File: config.mk
export PLATFORM = sky130hd
export DESIGN_NAME = if_fetch
export DESIGN_NICKNAME = d
export VERILOG_FILES = /design/src/rtl/if_fetch_pkg.sv /design/src/rtl/if_fetch_next_pc.sv /design/src/rtl/if_fetch.sv
export SDC_FILE = /design/constraint.sdc
export NUM_CORES = 1
export LEC_CHECK = 0
export ABC_AREA = 1
export CELL_PAD_IN_SITES_DETAIL_PLACEMENT = 1
export CELL_PAD_IN_SITES_GLOBAL_PLACEMENT = 1
export CORE_MARGIN = 2
export CORE_UTILIZATION = 31
export DETAILED_ROUTE_END_ITERATION = 6
export PLACE_DENSITY = 0.83
export SLEW_MARGIN = 5
export SYNTH_ARGS = -nofsm -noshare
export SYNTH_HDL_FRONTEND = slang
export SYNTH_SLANG_ARGS = --single-unit
File: constraint.sdc
create_clock -name clk -period 1.8 [get_ports clk]
set_input_delay 0.45 -clock clk [delete_from_list [all_inputs] [get_ports clk]]
set_output_delay 0.45 -clock clk [all_outputs]
set_load 0.01 [all_outputs]
File: src/rtl/if_fetch_pkg.sv
// Shared types and constants for the instruction-fetch stage.
// The enum replaces the old IfIdle/IfFetch/IfHold/IfDiscard encodings.
package if_fetch_pkg;

  localparam int INST_ADDR_W = 32;
  localparam int INST_W      = 32;
  localparam int PC_STEP     = 4;

  localparam logic [INST_W-1:0] ZERO_WORD = '0;

  typedef enum logic [1:0] {
    IF_IDLE    = 2'd0,
    IF_FETCH   = 2'd1,
    IF_HOLD    = 2'd2,
    IF_DISCARD = 2'd3
  } if_state_e;

endpackage

File: src/rtl/if_fetch_next_pc.sv
// Next-PC selection for the fetch stage.
// A live branch wins over a remembered one, which wins over sequential +4.
import if_fetch_pkg::*;

module if_fetch_next_pc #(
  parameter int ADDR_W = INST_ADDR_W
) (
  input  logic              branch_flag_i,
  input  logic [ADDR_W-1:0] branch_target_i,
  input  logic              pend_br_i,
  input  logic [ADDR_W-1:0] pend_tgt_i,
  input  logic [ADDR_W-1:0] pc_i,
  output logic [ADDR_W-1:0] next_pc_o
);

  always_comb begin
    // Sequential step wraps naturally at the top of the address space.
    next_pc_o = pc_i + ADDR_W'(PC_STEP);
    if (pend_br_i) begin
      next_pc_o = pend_tgt_i;
    end
    if (branch_flag_i) begin
      next_pc_o = branch_target_i;
    end
  end

endmodule

File: src/rtl/if_fetch.sv
// Instruction-fetch stage: owns the PC, drives the req/ack instruction bus,
// buffers a word across IF stalls and remembers branches that arrive mid-fetch.
import if_fetch_pkg::*;

module if_fetch #(
  parameter int                ADDR_W   = INST_ADDR_W,
  parameter int                DATA_W   = INST_W,
  parameter logic [ADDR_W-1:0] RESET_PC = '0
) (
  input  logic              clk,
  input  logic              rst,
  input  logic [5:0]        stall,
  input  logic              flush,
  input  logic [ADDR_W-1:0] new_pc,
  input  logic              branch_flag_i,
  input  logic [ADDR_W-1:0] branch_target_address_i,
  output logic              inst_req_o,
  output logic [ADDR_W-1:0] inst_addr_o,
  input  logic              inst_ack_i,
  input  logic [DATA_W-1:0] inst_rdata_i,
  output logic [ADDR_W-1:0] if_pc,
  output logic [DATA_W-1:0] if_inst,
  output logic              stallreq_from_if
);

  if_state_e         state_q, state_d;
  logic [ADDR_W-1:0] pc_q, pc_d;
  logic [DATA_W-1:0] inst_buf_q, inst_buf_d;
  logic              pend_br_q, pend_br_d;
  logic [ADDR_W-1:0] pend_tgt_q, pend_tgt_d;

  logic              done;
  logic              advance;
  logic [ADDR_W-1:0] next_pc;

  // Only bit 0 of the ctrl stall vector concerns the PC.
  logic unused_stall;
  assign unused_stall = ^stall[5:1];

  assign done    = ((state_q == IF_FETCH) && inst_ack_i) || (state_q == IF_HOLD);
  assign advance = done && !stall[0];

  if_fetch_next_pc #(
    .ADDR_W(ADDR_W)
  ) u_next_pc (
    .branch_flag_i  (branch_flag_i),
    .branch_target_i(branch_target_address_i),
    .pend_br_i      (pend_br_q),
    .pend_tgt_i     (pend_tgt_q),
    .pc_i           (pc_q),
    .next_pc_o      (next_pc)
  );

  always_ff @(posedge clk) begin
    if (rst) begin
      state_q    <= IF_IDLE;
      pc_q       <= RESET_PC;
      inst_buf_q <= '0;
      pend_br_q  <= 1'b0;
      pend_tgt_q <= '0;
    end else begin
      state_q    <= state_d;
      pc_q       <= pc_d;
      inst_buf_q <= inst_buf_d;
      pend_br_q  <= pend_br_d;
      pend_tgt_q <= pend_tgt_d;
    end
  end

  always_comb begin
    state_d    = state_q;
    pc_d       = pc_q;
    inst_buf_d = inst_buf_q;
    pend_br_d  = pend_br_q;
    pend_tgt_d = pend_tgt_q;

    if (flush) begin
      pc_d       = new_pc;
      pend_br_d  = 1'b0;
      inst_buf_d = '0;
      // An unacked request is still owed an ack; swallow it before refetching.
      if (((state_q == IF_FETCH) || (state_q == IF_DISCARD)) && !inst_ack_i) begin
        state_d = IF_DISCARD;
      end else begin
        state_d = IF_FETCH;
      end
    end else begin
      case (state_q)
        IF_IDLE: state_d = IF_FETCH;
        IF_FETCH: begin
          if (inst_ack_i) begin
            if (stall[0]) begin
              state_d    = IF_HOLD;
              inst_buf_d = inst_rdata_i;
            end else begin
              state_d = IF_FETCH;
            end
          end
        end
        IF_HOLD: begin
          if (!stall[0]) begin
            state_d = IF_FETCH;
          end
        end
        IF_DISCARD: begin
          if (inst_ack_i) begin
            state_d = IF_FETCH;
          end
        end
        default: state_d = IF_IDLE;
      endcase

      if (advance) begin
        pc_d      = next_pc;
        pend_br_d = 1'b0;
      end else if (branch_flag_i) begin
        // Branch leaves ID while IF is busy with the delay slot: keep it.
        pend_br_d  = 1'b1;
        pend_tgt_d = branch_target_address_i;
      end
    end
  end

  always_comb begin
    inst_req_o       = (state_q == IF_FETCH) || (state_q == IF_DISCARD);
    inst_addr_o      = pc_q;
    if_pc            = pc_q;
    if_inst          = '0;
    stallreq_from_if = ((state_q == IF_FETCH) && !inst_ack_i) || (state_q == IF_DISCARD);
    if (state_q == IF_HOLD) begin
      if_inst = inst_buf_q;
    end else if ((state_q == IF_FETCH) && inst_ack_i) begin
      if_inst = inst_rdata_i;
    end
  end

endmodule
==> run metrics, run 1 <==
Max-Cap Viols 0; Layout Skew 10.6 ps; TNS Setup -15,320 ps; Post-Syn Nets 961; Rows 49; FF+latch count, synth 99; sequential share of the synthesized area 0.346; Crit Path Class flop to primary output; worst hold slack 465 ps; hpwl dp 17,100 um; Avg WL per Cell 22.5 um; Starting Density 0.317; CTS tree yes; layout cells sized above 1 0.323; First DRT Iteration DRCs 536; initial antenna violation count 1; final wirelength 30,500 um; status complete, but fails checks; I/O Buffers 199; violated checks negative setup slack; Die X 140 um; most common cell in the netlist nand2_1; vias in the first global route 7,576; Cell variety after synth 41; pwr dens 654 mW/mm^2; clock buffer depth 2; largest net degree at the start of global routing 51; Post-synth top cells nand2_1 (253), dfxtp_1 (99), a21oi_1 (95); Placer Congestion 0.855; Antenna Nets Post-Route 0; final worst path period share 1.15; Final setup violation count 94; area grow syn2layout 72.6%; final hold vios 0; reg2reg path depth 13; post-synthesis async set-or-reset flop share 0; via count 7,578; Clock Sinks 99; Worst-Skew Late Latency 370 ps; Comb power frac 0.304; nets 1,229; Seq pwr share 0.379; drc violations 0; CP max FO 6; Std-Cell Core Area 0.0180 sq mm; first-pass GRT wire length 40,200 um; worst slew pin tran 456 ps; type of origin of the critical path flop; critical path required time 1350 ps; Tmin final 2060 ps; synthesized cell area 0.00572 sq mm; Syn Area/Cell 6.71 sq um; clock-pin slew on the worst setup and hold paths 80 ps; top post-synthesis cells by area dfxtp_1 (35%), nand2_1 (17%), a21oi_1 (8.3%); grt ovf 0; RSZ-0062 raised after global routing yes; Net Sw Frac 0.338; peak supply drop 0.000502 V; Critical Path Sink Type primary output; H-Tree Depth 3; Clock power frac 0.316; post-synth top area cell dfxtp_1; WHS Path Cells 2; HP Class flop to flop; drt pass-1 iters 5; total track usage 0.254; TritonCTS buffer count 9; internal power 0.00427 W; die area 0.0196 sq mm; worst slack at placement -681 ps; final setup margin -262 ps; Synth top area share 0.346; Psw 0.00218 W; P_leak 4.21 nW; die height 140 um; Mapped Cells 853; Post-synth EDFFs 0; Boundary Pins 205; vias per inst 5.59; Synth Flop Type dfxtp_1; YS warnings 0; max frequency 485 MHz; clk root buf clkbuf_16; crit path DAT 1610 ps; Final Slew Violations 0; Relative slew margins 0.696
==> flip-flops by register name, summed over array words and instances (netlist names) <==
| name | cells |
|---|---|
| pend_tgt_q | 32 |
| state_q | 2 |
| pend_br_q | 1 |
| if_pc | 32 |
| inst_buf_q | 32 |
==> cell type report <==
| cell class | instances | area [sq um] |
|---|---|---|
| multi-input cells | 629 | 3670 |
| clock buffers | 9 | 225 |
| clock inverters | 7 | 70.1 |
| fillers | 2178 | 8150 |
| inverters | 45 | 191 |
| flip-flops and latches | 99 | 2040 |
| diodes | 1 | 2.50 |
| repair buffers | 337 | 3390 |
| well taps | 229 | 287 |
==> stage by stage <==
stage / cells / cell area [sq um] / util / power [W]
final: 1356 / 9870 / 0.548 / 0.00646
after global routing: 1356 / 9870 / 0.548 / 0.00665
after CTS: 1337 / 8960 / 0.497 / 0.00607
after detailed placement: 1298 / 8430 / 0.468 / 0.00400
after global placement: 1298 / 8430 / 0.468 / 0.00396
after floorplan: 853 / 5720 / - / 0.00313
==> worst max-delay path, cell delays in order (launching register included) <==
cell	delay [ps]
dfxtp_2	340
inv_4	40
buf_6	110
nand3_4	70
clkinv_4	80
buf_12	140
buf_16	130
a22o_1	190
buf_2	130
==> logic make-up after synthesis <==
group | Yosys count | synth area share
AO/OA/AOI/OAI | 213 | 0.237
buffers and inverters | 126 | 0.111
XOR/XNOR | 4 | 0.00613
AND/OR/NAND/NOR | 410 | 0.297
flip-flops | 99 | 0.346
adder cells (fa/ha/maj) | 1 | 0.00219
==> power groups by stage <==
stage / clock network [W] / logic [W] / registers [W]
6_report: 0.00204 / 0.00196 / 0.00245
5_1_grt: 0.00213 / 0.00206 / 0.00246
4_1_cts: 0.00203 / 0.00162 / 0.00243
3_5_place_dp: 0 / 0.00153 / 0.00247
3_3_place_gp: 0 / 0.00150 / 0.00247
2_1_floorplan: 0 / 0.000655 / 0.00247
==> final timing paths <==
kind,slack [ps],startpoint,to
setup / recovery,-260,state_q[1],if_inst[13]
hold / removal,460,inst_buf_q[10],inst_buf_q[10]
setup reg to reg,-190,state_q[1],if_pc[16]
hold reg to reg,460,inst_buf_q[10],inst_buf_q[10]
==> routing by layer <==
| layer | track usage | wire (um) | vias to the layer above | share of wire |
|---|---|---|---|---|
| li1 | - | - | 3367 | - |
| met1 | 0.303 | 11400 | 3696 | 0.38 |
| met2 | 0.455 | 15100 | 394 | 0.49 |
| met3 | 0.0544 | 2430 | 121 | 0.080 |
| met4 | 0.0795 | 1540 | 0 | 0.051 |
| met5 | 0 | 0 | - | 0 |
==> layout by cell type, fill, tap and decap left out, types with 8 or more instances in the layout <==
cell and n:
nand2_1 201, clkdlybuf4s50_1 132, buf_4 90, dfxtp_1 74, a21oi_1 71, nor2_1 66, inv_1 39, nand3_1 38
buf_2 35, a21oi_2 34, nand2_2 33, a22o_1 32, nand2_4 31, buf_12 23, dlygate4sd2_1 21, o21ai_0 20
nor2_4 18, a221oi_1 18, clkbuf_16 16, dfxtp_2 13, buf_6 13, dfxtp_4 12, dlymetal6s2s_1 12, nor2_2 11
o21ai_2 10, o21ai_1 8
==> timing repair <==
action | CTS | global route
setup buffers | 18 | 12
pin swaps | 13 | 61
gates resized for setup | 213 | 201
cloned | 6 | 10
hold buffers | 0 | 0
setup endpoints to repair | 152 | 117
(Power assumes the default switching activity.)
==> run 2, diff against run 1 <==
--- a/config.mk
+++ b/config.mk
@@ -8,10 +8,11 @@
 export ABC_AREA = 1
 export CELL_PAD_IN_SITES_DETAIL_PLACEMENT = 1
 export CELL_PAD_IN_SITES_GLOBAL_PLACEMENT = 1
-export CORE_MARGIN = 2
+export CORE_MARGIN = 5
 export CORE_UTILIZATION = 31
 export DETAILED_ROUTE_END_ITERATION = 6
 export PLACE_DENSITY = 0.83
+export REMOVE_ABC_BUFFERS = 1
 export SLEW_MARGIN = 5
 export SYNTH_ARGS = -nofsm -noshare
 export SYNTH_HDL_FRONTEND = slang
==> run 2 against run 1 <==
  * Cell area down 10%
  * Power down 8.8%
  * Clock power down 6%
  * The flow still finishes with violations (negative setup slack)
  * Utilization down 5.9 points
==> run metrics, run 2 (synthesis results as in run 1) <==
status complete, but fails checks; violated checks negative setup slack; Clock Sinks 99 (unchanged); Relative slew margins 0.736 (+0.0398); hpwl dp 17,300 um (+0.75%); worst slack at placement -699 ps (-17.9 ps); pwr dens 666 mW/mm^2 (+1.8%); peak supply drop 0.000511 V (+1.8%); Std-Cell Core Area 0.0181 sq mm (+0.34%); reg2reg path depth 12 (-1); vias in the first global route 7,207 (-4.9%); Boundary Pins 205 (unchanged); max frequency 520 MHz (+7.2%); WHS Path Cells 2 (unchanged); clk root buf clkbuf_16; worst slew pin tran 392 ps (-63.8 ps); Final Slew Violations 0 (unchanged); First DRT Iteration DRCs 316 (-41%); drc violations 0 (unchanged); area grow syn2layout 54.6%; Reg-to-Reg Start state_q[1]; Layout Skew 8.45 ps (-2.11 ps); Rows 49 (unchanged); final setup margin -123 ps (+139 ps); Die X 146 um (+4.3%); most common cell after layout, fill and taps aside nand2_1; Hold EP pend_tgt_q[1]; Final setup violation count 32 (-66%); crit path DAT 1470 ps (-140 ps); type of origin of the critical path flop; Hold-fix buffers, CTS 0 (unchanged); final wirelength 23,600 um (-23%); drt pass-1 iters 4 (-1); via count 6,815 (-10%); final worst path period share 1.07 (-0.0774); Hold Startpoint pend_tgt_q[1]; worst hold slack 456 ps (-9.15 ps); RSZ-0062 raised after global routing yes; critical path required time 1350 ps (about the same); most frequent cells in the layout nand2_1 (252), clkdlybuf4s50_1 (138), a21oi_1 (92), buf_4 (87), nor2_1 (85); Placer Congestion 0.869 (+1.6%); initial antenna violation count 1 (unchanged); total track usage 0.209 (-0.0446); Tmin final 1920 ps (-139 ps); TritonCTS buffer count 9 (unchanged); Antenna Nets Post-Route 0 (unchanged); nets 1,200 (-2.4%); CTS tree yes; grt ovf 0 (unchanged); die height 146 um (+4.3%); I/O Buffers 199 (unchanged); CP max FO 7 (+1); Worst-Skew Late Latency 360 ps (about the same); Avg WL per Cell 17.8 um (-21%); P_leak 3.67 nW (-13%); HP Class flop to flop; placed insts 1,299 (+0.077%); largest net degree at the start of global routing 51 (unchanged); Crit Path Class flop to primary output; die area 0.0213 sq mm (+8.8%); Starting Density 0.316 (-0.00108); H-Tree Depth 3 (unchanged); layout cells sized above 1 0.217 (-0.106); Crit Reg-Reg Endpoint if_pc[1]; final hold vios 0 (unchanged); non-filler cells in the finished layout 1,327 (-2.1%); first-pass GRT wire length 36,700 um (-8.6%); vias per inst 5.14 (-8.1%); clock-pin slew on the worst setup and hold paths 70 ps (about the same); R2R Setup Slk 60 ps (+250 ps); Critical Path Sink Type primary output; Max-Cap Viols 0 (unchanged); clock buffer depth 2 (unchanged)
-- run 2: changes by cell type in the layout (fill, tap and decap cells not counted), moves of 9 or more --
cell,before,now
nor2_1,66,85
dfxtp_2,13,22
nand2_2,33,11
a21oi_1,71,92
nand2_4,31,2
nand2_1,201,252
nor2_4,18,5
a21oi_2,34,13
o21ai_2,10,1
o21ai_0,20,30
-- run 2: where the power goes --
| part | internal, W | total [W] | switching, W |
|---|---|---|---|
| clock network | 0.000978 | 0.00191 | 0.000928 |
| registers | 0.00231 | 0.00244 | 0.000130 |
| logic | 0.000809 | 0.00155 | 0.000737 |
-- run 2: worst max-delay path by stage --
stage | to | slack [ps] | start
5_1_grt | if_inst[4] | -170 | state_q[1]
2_1_floorplan | inst_buf_q[0] | -930 | state_q[0]
6_report | if_inst[18] | -120 | state_q[0]
3_3_place_gp | if_inst[4] | -650 | inst_ack_i
4_1_cts | if_inst[21] | -170 | state_q[1]
3_5_place_dp | if_inst[8] | -700 | inst_ack_i
-- run 2: final cells by class --
type,instances,area (sq um)
diodes,1,2.50
clock buffers,10,239
clock inverters,6,40.0
fillers,2275,9240
inverters,45,179
multi-input cells,628,3160
flip-flops and latches,99,2040
well taps,229,287
repair buffers,309,2900
-- run 2: critical path, stage by stage (launching register included) --
cell and delay, ps:
dfxtp_2 400, nor2_4 80, buf_12 140, clkbuf_16 150
a22o_1 210, buf_2 140
-- run 2: repair_timing --
item,4_1_cts,5_1_grt
gates resized for setup,190,39
buffers inserted,5,4
endpoints found under the setup margin,119,67
pin swaps,12,22
gates cloned,2,3
-- run 2: routing by layer --
layer  track usage  share of wire
met1         0.241           0.40
met2         0.376           0.50
met3        0.0526          0.071
met4        0.0736          0.025
met5             0              0
-- run 2: per-stage QoR --
stage | instance area [sq um] | util | total power [W] | setup TNS, ps
after floorplan | 5260 | - | 0.00298 | -36780
after global placement | 8410 | 0.465 | 0.00395 | -44290
after detailed placement | 8410 | 0.465 | 0.00399 | -47770
after CTS | 8680 | 0.480 | 0.00589 | -4300
after global routing | 8840 | 0.489 | 0.00614 | -4820
final | 8840 | 0.489 | 0.00589 | -3090
